===== src/rtl/uart_axis_pkg.sv =====
// Shared definitions for the UART-RX to AXI4-Stream bridge.
//   DATA_BITS_DEF : default received byte width
//   ENTRY_W       : FIFO entry width for the default byte width ({last, data})
//   entry_w()     : FIFO entry width for an arbitrary byte width
//   level_w()     : width of an occupancy counter able to hold 0..depth
package uart_axis_pkg;

  localparam int DATA_BITS_DEF = 8;
  localparam int ENTRY_W       = DATA_BITS_DEF + 1;

  function automatic int entry_w(input int data_bits);
    return data_bits + 1;
  endfunction

  function automatic int level_w(input int depth);
    return $clog2(depth) + 1;
  endfunction

endpackage


===== src/rtl/uart_sync_fifo.sv =====
// Generic single-clock first-word-fall-through FIFO.
//   clk, rst : clock, asynchronous active-high reset
//   push     : write wdata (accepted when not full, or when full with a pop)
//   pop      : remove the head entry (ignored when empty)
//   wdata    : entry to write
//   rdata    : head entry, valid whenever empty=0
//   full     : level == DEPTH
//   empty    : level == 0
//   level    : occupancy, 0..DEPTH
// Handshake: an entry moves only on the clock edge where push (or pop) is
// high and the FIFO can honour it; the head is never altered by a push.
module uart_sync_fifo
  import uart_axis_pkg::*;
#(
  parameter int W     = ENTRY_W,
  parameter int DEPTH = 16
) (
  input  logic                      clk,
  input  logic                      rst,
  input  logic                      push,
  input  logic                      pop,
  input  logic [W-1:0]              wdata,
  output logic [W-1:0]              rdata,
  output logic                      full,
  output logic                      empty,
  output logic [level_w(DEPTH)-1:0] level
);

  localparam int PW = $clog2(DEPTH);
  localparam int LW = level_w(DEPTH);

  logic [W-1:0]  mem_q [DEPTH];
  logic [W-1:0]  mem_d [DEPTH];
  logic [PW-1:0] wr_ptr_q, wr_ptr_d;
  logic [PW-1:0] rd_ptr_q, rd_ptr_d;
  logic [LW-1:0] level_q, level_d;
  logic          do_push, do_pop;

  assign full  = (level_q == LW'(DEPTH));
  assign empty = (level_q == '0);
  assign level = level_q;
  assign rdata = mem_q[rd_ptr_q];

  // A push into a full FIFO is legal only when the head leaves the same cycle.
  assign do_pop  = pop & ~empty;
  assign do_push = push & (~full | do_pop);

  always_comb begin
    mem_d = mem_q;
    if (do_push) mem_d[wr_ptr_q] = wdata;
  end

  always_comb begin
    wr_ptr_d = wr_ptr_q;
    rd_ptr_d = rd_ptr_q;
    level_d  = level_q;
    if (do_push) wr_ptr_d = wr_ptr_q + PW'(1);
    if (do_pop)  rd_ptr_d = rd_ptr_q + PW'(1);
    case ({do_push, do_pop})
      2'b10:   level_d = level_q + LW'(1);
      2'b01:   level_d = level_q - LW'(1);
      default: level_d = level_q;
    endcase
  end

  // Storage has no reset: contents are only observable while level != 0.
  always_ff @(posedge clk) begin
    mem_q <= mem_d;
  end

  always_ff @(posedge clk or posedge rst) begin
    if (rst) begin
      wr_ptr_q <= '0;
      rd_ptr_q <= '0;
      level_q  <= '0;
    end else begin
      wr_ptr_q <= wr_ptr_d;
      rd_ptr_q <= rd_ptr_d;
      level_q  <= level_d;
    end
  end

endmodule


===== src/rtl/uart_rx_axis_bridge.sv =====
// Buffers bytes from a UART receiver and presents them as an AXI4-Stream
// master, marking TLAST every PKT_LEN accepted bytes and accounting for
// bytes dropped because the FIFO was full.
//   clk, rst      : clock, asynchronous active-high reset
//   rx_data       : received byte
//   rx_valid      : one-cycle pulse qualifying rx_data
//   m_axis_tdata  : stream data (head of FIFO, 0 when idle)
//   m_axis_tvalid : stream valid (FIFO not empty)
//   m_axis_tready : consumer ready
//   m_axis_tlast  : end of packet
//   level         : FIFO occupancy
//   overflow      : sticky drop flag
//   drop_cnt      : saturating count of dropped bytes
//   clr_ovf       : one-cycle pulse clearing overflow and drop_cnt
// Handshake: a byte transfers on every edge where m_axis_tvalid and
// m_axis_tready are both high; while tvalid is high and tready low, tdata,
// tlast and tvalid hold. The receiver side cannot stall, so a byte arriving
// when the FIFO is full and nothing leaves is dropped.
module uart_rx_axis_bridge
  import uart_axis_pkg::*;
#(
  parameter int DATA_BITS = DATA_BITS_DEF,
  parameter int DEPTH     = 16,
  parameter int PKT_LEN   = 16,
  parameter int DROP_W    = 8
) (
  input  logic                      clk,
  input  logic                      rst,
  input  logic [DATA_BITS-1:0]      rx_data,
  input  logic                      rx_valid,
  output logic [DATA_BITS-1:0]      m_axis_tdata,
  output logic                      m_axis_tvalid,
  input  logic                      m_axis_tready,
  output logic                      m_axis_tlast,
  output logic [level_w(DEPTH)-1:0] level,
  output logic                      overflow,
  output logic [DROP_W-1:0]         drop_cnt,
  input  logic                      clr_ovf
);

  localparam int EW  = entry_w(DATA_BITS);
  localparam int PCW = (PKT_LEN > 1) ? $clog2(PKT_LEN) : 1;
  localparam logic [DROP_W-1:0] DROP_MAX = {DROP_W{1'b1}};

  logic [PCW-1:0]    pkt_cnt_q, pkt_cnt_d;
  logic              overflow_q, overflow_d;
  logic [DROP_W-1:0] drop_cnt_q, drop_cnt_d;

  logic [EW-1:0] head;
  logic [EW-1:0] wr_entry;
  logic          fifo_full, fifo_empty;
  logic          push, pop, drop, last;

  assign m_axis_tvalid = ~fifo_empty;
  assign pop           = m_axis_tvalid & m_axis_tready;
  assign push          = rx_valid & (~fifo_full | pop);
  assign drop          = rx_valid & fifo_full & ~pop;
  assign last          = (pkt_cnt_q == PCW'(PKT_LEN - 1));
  assign wr_entry      = {last, rx_data};

  // FIFO storage is unreset, so mask the head while idle to present zeros.
  assign m_axis_tdata  = m_axis_tvalid ? head[DATA_BITS-1:0] : '0;
  assign m_axis_tlast  = m_axis_tvalid & head[DATA_BITS];
  assign overflow      = overflow_q;
  assign drop_cnt      = drop_cnt_q;

  uart_sync_fifo #(
    .W     (EW),
    .DEPTH (DEPTH)
  ) u_fifo (
    .clk   (clk),
    .rst   (rst),
    .push  (push),
    .pop   (pop),
    .wdata (wr_entry),
    .rdata (head),
    .full  (fifo_full),
    .empty (fifo_empty),
    .level (level)
  );

  always_comb begin
    pkt_cnt_d  = pkt_cnt_q;
    overflow_d = overflow_q;
    drop_cnt_d = drop_cnt_q;

    // Only accepted bytes count toward packet boundaries.
    if (push) pkt_cnt_d = last ? '0 : pkt_cnt_q + PCW'(1);

    if (clr_ovf) begin
      overflow_d = 1'b0;
      drop_cnt_d = '0;
    end

    // A drop in the same cycle as a clear wins: the new drop is counted.
    if (drop) begin
      overflow_d = 1'b1;
      if (clr_ovf)                     drop_cnt_d = DROP_W'(1);
      else if (drop_cnt_q != DROP_MAX) drop_cnt_d = drop_cnt_q + DROP_W'(1);
    end
  end

  always_ff @(posedge clk or posedge rst) begin
    if (rst) begin
      pkt_cnt_q  <= '0;
      overflow_q <= 1'b0;
      drop_cnt_q <= '0;
    end else begin
      pkt_cnt_q  <= pkt_cnt_d;
      overflow_q <= overflow_d;
      drop_cnt_q <= drop_cnt_d;
    end
  end

endmodule


===== config.mk =====
export PLATFORM = sky130hd
export DESIGN_NAME = uart_rx_axis_bridge
export DESIGN_NICKNAME = d
export VERILOG_FILES = /design/src/rtl/uart_axis_pkg.sv /design/src/rtl/uart_sync_fifo.sv /design/src/rtl/uart_rx_axis_bridge.sv
export SDC_FILE = /design/constraint.sdc
export NUM_CORES = 1
export LEC_CHECK = 0
export BUFFER_PORTS_ARGS = -buffer_cell sky130_fd_sc_hd__buf_4
export CORE_MARGIN = 2
export CORE_UTILIZATION = 55
export CTS_CLUSTER_DIAMETER = 120
export DETAILED_ROUTE_END_ITERATION = 7
export MAX_ROUTING_LAYER = met4
export PLACE_DENSITY_LB_ADDON = 0.2
export SYNTH_ARGS = -nofsm -noshare
export SYNTH_HDL_FRONTEND = slang
export SYNTH_SLANG_ARGS = --single-unit

===== constraint.sdc =====
create_clock -name clk -period 3.7 [get_ports clk]
set_input_delay 0 -clock clk [delete_from_list [all_inputs] [get_ports clk]]
set_output_delay 0 -clock clk [all_outputs]
set_load 0.05 [all_outputs]

* Word level (Yosys, flattened, before mapping)
Cells that the tools add are included.
** Word-level totals
- Output and inout bits :: 24
- Memory bits (writable) :: 0
- Logic and storage cells :: 69
- Register bits after elaboration :: 170
- Memories kept :: 0
- Latch bits :: 0
- Memory bits (read-only) :: 0
** Cells by class
- Add/subtract/negate cells :: 6
- Reduce and logical (&&, ||, !) cells :: 4
- Equal/unequal tests :: 5
- $lt $le $gt $ge :: 3
- Bitwise gates (word level) :: 14
- Multiply operators :: 0
- Div/mod/pow operators :: 0
- Mux-type cells :: 15
- Shift operators :: 0
** Operators with widths (count)
- $bwmux 144 :: 1
- $mux 8 :: 5
- $bmux 9 s4 :: 1
- $demux 9 s4 :: 1
- $mux 9 :: 3
- $add 4x1->4 const B :: 3
- $ge 5x5->1 const B :: 2
- $not 4->5 :: 2
- $pmux 5 s2 :: 1
- $add 8x1->8 const B :: 1
- $ne 8x8->1 const B :: 1
- $and 1x1->1 :: 7
- $add 5x1->5 const B :: 1
- $eq 5x5->1 const B :: 1
- $logic_not 5->1 :: 1
- $lt 5x1->1 const B :: 1
- $sub 5x1->5 const B :: 1
- $eq 4x4->1 const B :: 1
- $mux 4 :: 1
- $reduce_bool 2->1 :: 2
- $not 1->1 :: 3
- $eq 2x1->1 const B :: 1
- $eq 2x2->1 const B :: 1
- $mux 1 :: 2
- 2 further kinds :: 3

* Depth between registers and ports, before layout
- Word-level depth :: 8
- Depth in mapped cells :: 13
- Mapped depth without buffers :: 11

* Hierarchy
From an unflattened synthesis, not the netlist that was laid out.
** Second synthesis, totals
- Cells, all modules :: 427
- Area total of the unflattened synthesis :: 7250.7 um2
** Modules (own cells, without submodules)
- uart_sync_fifo :: area each 6452.4 um2, instances 1, sequential area each 4649.5 um2, cells each 342
- uart_rx_axis_bridge :: area each 798.3 um2, instances 1, sequential area each 325.3 um2, cells each 85

* Worst setup path before layout
OpenSTA, ideal clock, no wires.
- Kind :: register to register
- From :: register u_fifo.level_q[2], in the netlist u_fifo.level[2]
- To :: register u_fifo.level_q[4], in the netlist u_fifo.level[4]
- Arrival :: 3012 ps
- Required time :: 3599 ps
- Stages on the path, launching flop included :: 14
- Path slack :: 587 ps
- Cells stage by stage :: dfrtp_1 buf_2 nor4_4 or2b_1 nand2_1 inv_1 ha_1 clkbuf_1 xor2_1 ha_1 o211a_1 o21ai_0 o41ai_1 nor4_1
** Between the ends
- Cells in the longest elaborated chain, start to end :: 8
- Elaborated cells between the ends (all ways) :: 16
- Those cells by class :: 2 x add/sub; 3 x eq/ne; 1 x mux; 8 x bitwise; 2 x reduce/logical
** Ends and longest elaborated chain
- from (decl) :: RTL line uart_sync_fifo.sv:36 : logic [LW-1:0] level_q, level_d;
- from (signal assigned) :: RTL line uart_sync_fifo.sv:79 : level_q <= level_d;
- $logic_not 5->1 (*) :: RTL line uart_sync_fifo.sv:40 : assign empty = (level_q == '0);
- $not 1->1 (*) :: RTL line uart_sync_fifo.sv:45, uart_rx_axis_bridge.sv:54
- $and 1x1->1 :: RTL line uart_rx_axis_bridge.sv:55 : assign pop = m_axis_tvalid & m_axis_tready;
- $and 1x1->1 (*) :: RTL line uart_sync_fifo.sv:45 : assign do_pop = pop & ~empty;
- net u_fifo.do_pop :: RTL line uart_sync_fifo.sv:37 : logic do_push, do_pop;
- $or 1x1->1 :: RTL line uart_sync_fifo.sv:46 : assign do_push = push & (~full | do_pop);
- $and 1x1->1 :: RTL line uart_sync_fifo.sv:46
- $eq 2x1->1 / $eq 2x2->1 (equally long branches) :: RTL line uart_sync_fifo.sv:59 : case ({do_push, do_pop})
- $pmux 5 s2 / $reduce_bool 2->1 (equally long branches)
The timed path passes the listed nets; every way through them passes the cells marked *.
A chain may end at the register's enable or synchronous reset.

* Worst setup path in the final report
- From :: register u_fifo.level_q[1], in the netlist u_fifo.level[1]
- To :: register u_fifo.level_q[4], in the netlist u_fifo.level[4]
Same word-level chain as after synthesis.

==> metrics.md <==
| Metric | Value |
|---|---|
| Worst slew slack as a fraction of its limit | `0.310` |
| Number of I/O pins | `37` |
| Yosys warns | `0` |
| Flip-flop and latch area | `4980 sq um` |
| Cell depth of the worst flop-to-flop path | `11` |
| Relative area change from synthesis to final layout | `16.8%` |
| Arrival time at the worst endpoint | `3600 ps` |
| Final worst-path cycle share | `0.891` |
| Total leakage power | `2.93 nW` |
| Drt pass-1 iters | `5` |
| Critical path capture point type | `flip-flop` |
| Post-Route WL | `13.5 mm` |
| H-Tree Level Count | `4` |
| Hold Vio Cnt, Final | `0` |
| Number of diodes | `0` |
| Fmax | `0.303 GHz` |
| Violation count after the first detailed-route iteration | `382` |
| Yosys cell types | `49` |
| Deepest clock path buffer count | `2` |
| Vias in the first global route | `3876` |
| Wire length of the first global-routing pass | `21.7 mm` |
| Core Area | `12600 sq um` |
| # nets final | `485` |
| Crit. Startpoint | `u_fifo.level[1]` |
| Kind of critical path | `flip-flop to flip-flop` |
| Fill count | `900` |
| Per-cell routed wire length | `21.0 microns` |
| Vertical die dimension | `117 microns` |
| Min-delay src | `rx_valid` |
| Standard-cell row count | `41` |
| Pre-CTS setup slack | `422 ps` |
| Outcome | `finished clean` |
| Setup-failing EPs final | `0` |
| Classification of the worst-slack hold path | `input port to flip-flop` |
| Post-synth top flop | `sky130_fd_sc_hd__edfxtp_1` |
| Register bit count reported by yosys | `170` |
| Netlist Area Pre-Place | `7080 sq um` |
| Max Fanout on Critical Path | `13` |
| Residual overflow from global routing | `0` |
| Clock edge transition at the registers on the reported setup and hold paths | `60 ps` |
| Syn nets | `427` |
| Total clock buffers created by CTS | `17` |
| Max-cap check violation count | `0` |
| Antenna viol nets, final | `0` |
| Maximum number of pins on one net before global-route repair | `28` |
| Area taken by multi-input logic gates | `1980 sq um` |
| RR Startpoint | `u_fifo.level[1]` |
| Count of placed standard cells in the final layout, fillers left out | `646` |
| Worst path setup slack after routing | `403 ps` |
| Final TNS setup | `0 ps` |
| Final Max Tran Viols | `0` |
| Effective utilization at floorplan | `0.563` |
| DIE AREA | `13800 sq um` |
| Post-synthesis instance total | `403` |
| Total number of vias | `3803` |
| Worst R2R End | `u_fifo.level[4]` |
| Final GP Congestion | `0.821` |
| Setup slack, reg-to-reg | `400 ps` |
| Share of layout cells above drive strength 1 | `0.274` |
| Number of antenna violations at the first check in global routing | `0` |
| Slew at the pin with the worst max-slew slack | `1030 ps` |
| Post-Place Cells | `603` |
| Number of remaining DRC errors | `0` |
| CTS sink cnt | `170` |
| Cell at the root of the clock tree | `sky130_fd_sc_hd__clkbuf_16` |
| Minimum clock period after layout | `3300 ps` |
| Setup clock skew after layout | `6.14 ps` |
| Number of enable-type register cells in the synthesized netlist | `144` |
| FFs w/ async S/R, synth | `0.153` |
| Die Span X | `117 microns` |
| Clock tree from TritonCTS | `done` |
| Quantity of I/O buffers inserted on ports | `36` |
| Tot GR Track Use | `0.218` |
| Worst Setup EP | `u_fifo.level[4]` |
| Number of instances resized during post-cts repair | `0` |
| Latest clock arrival within the worst-skew pair | `420 ps` |
| Pwr per Cell Area | `799 nW/um^2` |
| Required @ worst endpoint | `4010 ps` |
| Type of origin of the critical path | `flip-flop` |
| Avg Inst Size Synth | `17.6 sq um` |
| Unrepaired setup endpoints after global routing | `no` |
| Proportion of synthesized chip area in sequential cells | `0.703` |
| Via-to-Cell Ratio | `5.89` |
| HPWL Detailed | `8.37 mm` |
| Max VDD drop | `0.449 mV` |
## layout by cell type (no fill, tap or decap), drive strengths merged, types with 4 or more instances in the layout
| master | Yosys | layout |
|---|---|---|
| edfxtp | 144 | 144 |
| buf | 13 | 46 |
| mux4 | 36 | 36 |
| dfrtp | 26 | 26 |
| nand2 | 21 | 21 |
| clkbuf | 5 | 18 |
| nor2 | 16 | 16 |
| o21ai | 15 | 15 |
| a21oi | 15 | 15 |
| inv | 11 | 13 |
| mux2 | 12 | 12 |
| ha | 11 | 11 |
| dlygate4sd3 | 0 | 11 |
| xnor2 | 10 | 10 |
| nand3 | 9 | 9 |
| mux2i | 9 | 9 |
| nor3 | 7 | 7 |
| clkinvlp | 0 | 5 |
| clkinv | 0 | 4 |
## logic make-up after synthesis
kind of cell	after synthesis	synth area share
and+or+nand+nor	78	0.0594
adders and majority gates	11	0.0194
buffers and inverters	29	0.0173
muxes	57	0.146
DFF	170	0.703
AOI/OAI and AO/OA	47	0.0412
xor gates and xnor gates	11	0.0136
## per-stage QoR
step                      power [mW]   util  cell area, sq um  hold slack, ps
after floorplan                 4.24      -              7080            40.0
after global placement          4.79  0.601              7560             222
after detailed placement        4.87  0.601              7560             228
after CTS                       6.66  0.658              8270            75.7
after global routing            6.93  0.658              8270             135
final                           6.61  0.658              8270            92.6
## flip-flops by register name, indices dropped and copies added, names as in the netlist
| name | flops |
|---|---|
| u_fifo.level | 5 |
| overflow | 1 |
| u_fifo.rd_ptr_q | 4 |
| pkt_cnt_q | 4 |
| u_fifo.wr_ptr_q | 4 |
| u_fifo.mem_q | 144 |
| drop_cnt | 8 |
## worst max-delay path, cell delays in order, from the launching register on
cell and delay [ps]:
sky130_fd_sc_hd__dfrtp_1 480, sky130_fd_sc_hd__nor4_4 460, sky130_fd_sc_hd__or2b_1 450, sky130_fd_sc_hd__nand2_1 210, sky130_fd_sc_hd__inv_1 80, sky130_fd_sc_hd__ha_1 350
sky130_fd_sc_hd__xor2_1 200, sky130_fd_sc_hd__ha_1 230, sky130_fd_sc_hd__o211a_1 230, sky130_fd_sc_hd__o21ai_0 140, sky130_fd_sc_hd__o41ai_1 90, sky130_fd_sc_hd__nor4_1 280
## worst min-delay path by stage
stage               slack [ps]           end  cells past startpoint
CTS                         80  pkt_cnt_q[1]                      6
global route               140  pkt_cnt_q[1]                      6
finish                      90  pkt_cnt_q[1]                      6
floorplan                   40   drop_cnt[0]                      1
detailed placement         230   drop_cnt[1]                      2
global placement           220   drop_cnt[5]                      2
## synthesized netlist by cell type (all sizes together), types with 2 or more instances
master,n,area share
mux2,12,0.019
inv,11,0.0058
nor2,16,0.0085
a21o,2,0.0021
nand2b,3,0.0027
xnor2,10,0.012
and3,3,0.0027
mux4,36,0.11
nand4,3,0.0027
dfrtp,26,0.092
nor4,2,0.0039
o31ai,2,0.0021
o21ai,15,0.011
clkbuf,5,0.0027
nand3,9,0.0064
nand2,21,0.012
a21oi,15,0.011
mux2i,9,0.013
o211a,2,0.0028
nor3,7,0.0049
ha,11,0.019
a32o,2,0.0028
buf,13,0.0088
or4,3,0.0032
edfxtp,144,0.61
## area by class of cell
| cell class | instances | area share |
|---|---|---|
| clock buffers | 18 | 0.0519 |
| clock inverters | 14 | 0.0209 |
| inverters | 11 | 0.00499 |
| multi-input cells | 204 | 0.240 |
| flip-flops and latches | 170 | 0.602 |
| well taps | 172 | 0.0260 |
| repair buffers | 57 | 0.0551 |
## per-layer routing
metal  share of wire  track usage
met3           0.059       0.0509
met5               0            -
met1            0.41        0.286
met2            0.50        0.336
met4           0.022       0.0896
## where the power goes
group	leakage [nW]	switching (mW)	total [mW]	internal (mW)
clock network	0.279	0.721	1.79	1.06
logic	1.02	1.26	2.18	0.922
registers	1.63	0.304	2.64	2.34
total	2.93	2.28	6.61	4.33
## repair_timing
action | in CTS | in global routing
hold buffers | 11 | 0
hold endpoints to repair | 164 | 0
buffers inserted | 0 | 0
(Power assumes the default switching activity.)
